### config.mk
export PLATFORM = sky130hd
export DESIGN_NAME = fetch_stage
export DESIGN_NICKNAME = d
export VERILOG_FILES = /design/src/rtl/cpu_pkg.sv /design/src/rtl/pc_counter.sv /design/src/rtl/fetch_stage.sv
export SDC_FILE = /design/constraint.sdc
export NUM_CORES = 1
export LEC_CHECK = 0
export CAP_MARGIN = 20
export CORE_MARGIN = 8
export CORE_UTILIZATION = 25
export DETAILED_ROUTE_END_ITERATION = 10
export PLACE_DENSITY = 0.51
export SLEW_MARGIN = 0
export SYNTH_ARGS = -nofsm -noshare
export SYNTH_HDL_FRONTEND = slang
export SYNTH_SLANG_ARGS = --single-unit
### constraint.sdc
create_clock -name clk -period 3.9 [get_ports clk]
set_input_delay 0.39 -clock clk [delete_from_list [all_inputs] [get_ports clk]]
set_output_delay 0.39 -clock clk [all_outputs]
set_load 0.005 [all_outputs]
### src/rtl/cpu_pkg.sv
// Shared definitions for the CPU front end.
//   PC_W_DEFAULT : default PC / instruction-memory address width
//   OPC_*        : 3-bit opcodes carried in instruction bits [15:13]
//   fetch_state_t: fetch-stage FSM encoding
package cpu_pkg;

    localparam int PC_W_DEFAULT = 9;

    localparam logic [2:0] OPC_BR   = 3'b001;
    localparam logic [2:0] OPC_LDR  = 3'b011;
    localparam logic [2:0] OPC_STR  = 3'b100;
    localparam logic [2:0] OPC_ALU  = 3'b101;
    localparam logic [2:0] OPC_MOV  = 3'b110;
    localparam logic [2:0] OPC_HALT = 3'b111;

    typedef enum logic [1:0] {
        IDLE  = 2'd0,
        FETCH = 2'd1,
        HALT  = 2'd2
    } fetch_state_t;

endpackage

### src/rtl/pc_counter.sv
// Program counter register.
//   clk, reset : clock, synchronous active-high reset (loads RESET_PC)
//   load       : load load_pc (redirect); takes priority over inc
//   load_pc    : redirect target
//   inc        : advance by one, wrapping modulo 2^PC_W
//   pc         : current program counter
module pc_counter #(
    parameter int              PC_W     = 9,
    parameter logic [PC_W-1:0] RESET_PC = '0
) (
    input  logic            clk,
    input  logic            reset,
    input  logic            load,
    input  logic [PC_W-1:0] load_pc,
    input  logic            inc,
    output logic [PC_W-1:0] pc
);

    always_ff @(posedge clk) begin
        if (reset) begin
            pc <= RESET_PC;
        end else if (load) begin
            pc <= load_pc;
        end else if (inc) begin
            // Natural PC_W-bit overflow gives the required wrap to zero.
            pc <= pc + 1'b1;
        end
    end

endmodule

### src/rtl/fetch_stage.sv
// Instruction fetch stage.
//   clk, reset          : clock, synchronous active-high reset
//   stall               : downstream cannot accept; hold the output buffer
//   redirect_valid/_pc  : flush and restart fetch at redirect_pc
//   mem_req/mem_addr    : instruction read request (addr = pc while req=1)
//   mem_ack/mem_rdata   : read response, honoured only while mem_req=1
//   instr_valid/instr/instr_pc : one-entry output buffer to decode
//   halted              : a HALT opcode was fetched; fetching stopped
//   dbg_state           : current FSM state, for observation only
//
// Handshakes: a memory read completes in a cycle where mem_req=1 and
// mem_ack=1 (ack may arrive in the same cycle as req). Once raised, req and
// addr hold until ack, redirect or reset; a dropped request owes no ack.
// Decode consumes the buffer in a cycle where instr_valid=1 and stall=0.
module fetch_stage
    import cpu_pkg::*;
#(
    parameter int              PC_W     = PC_W_DEFAULT,
    parameter logic [PC_W-1:0] RESET_PC = '0
) (
    input  logic            clk,
    input  logic            reset,
    input  logic            stall,
    input  logic            redirect_valid,
    input  logic [PC_W-1:0] redirect_pc,
    output logic            mem_req,
    output logic [PC_W-1:0] mem_addr,
    input  logic            mem_ack,
    input  logic [15:0]     mem_rdata,
    output logic            instr_valid,
    output logic [15:0]     instr,
    output logic [PC_W-1:0] instr_pc,
    output logic            halted,
    output fetch_state_t    dbg_state
);

    fetch_state_t    state, state_next;
    logic [PC_W-1:0] pc;
    logic            buf_free;
    logic            accept;
    logic            is_halt;

    pc_counter #(
        .PC_W     (PC_W),
        .RESET_PC (RESET_PC)
    ) u_pc (
        .clk     (clk),
        .reset   (reset),
        .load    (redirect_valid),
        .load_pc (redirect_pc),
        .inc     (accept),
        .pc      (pc)
    );

    // The buffer can take a new word if it is empty or being consumed now.
    assign buf_free = !instr_valid || !stall;
    // Redirect forces the request low so a same-cycle ack is discarded.
    assign mem_req  = (state == FETCH) && buf_free && !redirect_valid;
    assign mem_addr = pc;
    assign accept   = mem_req && mem_ack;
    assign is_halt  = (mem_rdata[15:13] == OPC_HALT);
    assign dbg_state = state;

    always_ff @(posedge clk) begin
        if (reset) begin
            state <= IDLE;
        end else begin
            state <= state_next;
        end
    end

    always_comb begin
        state_next = state;
        unique case (state)
            IDLE:  state_next = FETCH;
            FETCH: if (accept && is_halt) state_next = HALT;
            HALT:  state_next = HALT;
            default: state_next = IDLE;
        endcase
        if (redirect_valid) begin
            state_next = FETCH;
        end
    end

    always_ff @(posedge clk) begin
        if (reset) begin
            instr_valid <= 1'b0;
            instr       <= '0;
            instr_pc    <= '0;
            halted      <= 1'b0;
        end else if (redirect_valid) begin
            instr_valid <= 1'b0;
            halted      <= 1'b0;
        end else if (accept) begin
            instr_valid <= 1'b1;
            instr       <= mem_rdata;
            instr_pc    <= pc;
            if (is_halt) begin
                halted <= 1'b1;
            end
        end else if (instr_valid && !stall) begin
            instr_valid <= 1'b0;
        end
    end

endmodule

==> flow_summary_export.csv <==
group,metric,value,unit
run_status,status,"finished clean",
synthesis,netlist_area,1580,sq um
place,pre_cts_ws,1.05,ns
die,rows,29,
cts,cts_buffer_depth,2,
layout,antenna_cells,0,
cts,cts_root_buf,"clkbuf_8",
synthesis,netlist.area_leader.share,48.3,%
synthesis,syn_nets,224,
global_route,grt_pass1_vias,1428,
routing,drt_first_pass_iters,4,
global_route,antenna_found_initial,0,
routing,detail-route-antenna-nets,0,
layout,syn_to_final_growth,53.8,%
cts,cts_sinks,38,
die,io_pins,69,
power,ir_worst_vdd,146,uV
cts,numCtsBuffers,5,
sta,final.min_clock_period,2.53,ns
critical_path,endpoint_kind,"flop",
critical_path,critPathLaunch,"redirect_valid",
sta,period_share,64.8,%
sta,slew_violations,0,
critical_path,cp_max_fo,16,
global_route,grt_overflow_total,0,
synthesis,yosysTopAreaCell,"dfxtp_1",
synthesis,ys_seq_area_share,48.3,%
routing,drc,0,
die,die_w,95.4,um
critical_path,regToRegStartpoint,"dbg_state[0]$_SDFFE_PP0P_",
min_path,hp-start,"instr[10]$_SDFFE_PP0P_",
critical_path,cp.arrival,2.74,ns
power,swShare,24.8,%
critical_path,reg2regPathDepth,5,
global_route,grtUsageTotal,10.6,%
critical_path,rrSetupSlack,1.89,ns
synthesis,ys_seq_elements,38,
sta,clock_skew,0.00716,ns
flow_run,drv_cap,0,
critical_path,path_cells,"clkdlybuf4s50_1 -> inv_1 -> nand3_1 -> or4_1 -> o211ai_1",
cts,postCtsSetupBuffers,0,
cts,ctsResizeCount,0,
place,port_buffers,68,
layout,final_cells,336,
synthesis,synthDistinctLibCells,34,
synthesis,synth.area.top_cells,"dfxtp_1, nand2_1, a21oi_1",
sta,final.setup.worst_slack,1.37,ns
sta,slew_headroom,49.6,%
cts,insertion_delay,0.29,ns
cts,cts.clk_slew.worst_paths,0.08,ns
layout,final_cell_mix,"clkdlybuf4s50_1, nand2_1, dfxtp_1, a21oi_1",
global_route,grt_pass1_wl,7.62,mm
routing,routed_via_density,4.49,
sta,setup_viol,0,
place,gp_congestion,0.745,
die,die_h,95.4,um
min_path,worstHoldPathType,"flop to flop",
critical_path,startpoint_type,"input pin",
critical_path,regToRegEndpoint,"u_pc.pc[8]$_SDFFE_PP0P_",
critical_path,cp_slowest_cell,"clkdlybuf4s50_1",
power,power_density,340,nW/um^2
cts,cts_max_level,2,
routing,post_drt_wl_per_cell,14.3,um
die,design.die.area,9100,sq um
sta,worst_pin_slew,0.753,ns
synthesis,avgSynthCellArea,8.25,sq um
power,combPwrFrac,15.7,%
sta,setup_tns,0,ns
sta,hold_viol_final,0,
synthesis,syn_inst,191,
routing,wl,4.80,mm
die,start_util,25.3,%
die,fp.coreArea,6240,sq um
min_path,holdPathEnd,"instr[10]$_SDFFE_PP0P_",
critical_path,max_stage_delay,0.64,ns
place,placed_cells,328,
critical_path,crit_type,"input pin to flop",
sta,clock.fmax,0.396,GHz
power,internal_power,620,uW
power,seq_power_share,50.7,%
cts,hold_buffers,0,
place,dp_hpwl,3.47,mm
layout,layout_commonest_cell,"clkdlybuf4s50_1",
cts,cts_tree,"built",
layout,nets,291,
power,p_leak,0.000833,uW
min_path,worstHoldPathCells,2,
global_route,grt_max_degree,26,
synthesis,synth_warnings,0,
layout,drive_above_1_share,6.18,%
power,power.switching,204,uW
sta,rsz0062_at_grt,"no",
routing,drt-initial-drc-count,72,
power,p_clk_share,33.6,%
critical_path,required,4.11,ns
routing,num_vias,1510,
[state kept, by name (all words and copies together), names as in the netlist]
name         flops
dbg_state        2
halted           1
instr           16
instr_pc         9
instr_valid      1
u_pc.pc          9
[worst max-delay path by stage]
stage / cells after the start / endpoint / slack (ns)
6_report: 5 / u_pc.pc[8]$_SDFFE_PP0P_ / 1.37
5_1_grt: 5 / u_pc.pc[7]$_SDFFE_PP0P_ / 1.13
4_1_cts: 5 / u_pc.pc[8]$_SDFFE_PP0P_ / 1.34
3_5_place_dp: 5 / u_pc.pc[8]$_SDFFE_PP0P_ / 1.05
3_3_place_gp: 5 / u_pc.pc[7]$_SDFFE_PP0P_ / 1.16
2_1_floorplan: 5 / u_pc.pc[3]$_SDFFE_PP0P_ / 2.20
[through the flow]
stage          utilization, %  hold WS, ns  power [uW]  cell area, sq um
3_5_place_dp             37.4        0.447         558              2330
3_3_place_gp             37.4        0.442         558              2330
4_1_cts                  38.9        0.457         843              2420
6_report                 38.9        0.454         824              2420
5_1_grt                  38.9        0.472         867              2420
2_1_floorplan               -        0.453         478              1580
[Yosys cell counts, drive strengths merged]
master / instances
a211oi: 5
dfxtp: 38
xor2: 3
a311o: 1
a21oi: 27
mux2i: 3
xnor2: 1
or3: 1
nor4: 1
or4: 3
a311oi: 1
ha: 3
nand4: 3
o311ai: 1
o41ai: 1
and4: 1
o211ai: 1
a21bo: 1
and2: 1
buf: 4
nor2: 7
nand3: 5
a41oi: 1
nand2: 55
a21boi: 1
o21ai: 1
clkbuf: 7
a31oi: 3
inv: 7
nor3: 4
[metal layers]
| metal | global-route usage (%) | share of wire [%] | vias up |
|---|---|---|---|
| li1 | - | - | 789 |
| met4 | 1.92 | 0.69 | 0 |
| met3 | 3.70 | 5.9 | 5 |
| met2 | 16.9 | 47 | 32 |
| met1 | 13.6 | 46 | 684 |
| met5 | 0 | 0 | - |
[critical path: cells and delay by family]
kind                   cells  cell delay [ns]
buffers and inverters      2             1.14
AOI/OAI and AO/OA          1             0.09
and+or+nand+nor            2             1.11
[layout make-up]
type                    count  area (sq um)
inverters                   7          26.3
clock buffers               7          86.3
well taps                  77          96.3
fillers                   658          3820
multi-input cells         135           747
clock inverters             1          5.00
repair buffers             71           703
flip-flops and latches     38           761
[power groups by stage]
stage	Clock (uW)	Combinational, uW	Sequential, uW
2_1_floorplan	0	52.9	425
3_3_place_gp	0	131	427
3_5_place_dp	0	132	427
4_1_cts	293	133	418
5_1_grt	304	143	420
6_report	277	130	418
[cells by family after synthesis]
group / share of synthesized area, %
and+or+nand+nor: 22.2
DFF: 48.3
muxes: 1.90
adders and majority gates: 2.38
AOI/OAI and AO/OA: 18.3
buffers and inverters: 4.68
xor gates and xnor gates: 2.22
Note: power is estimated with default switching activity, not from simulation.
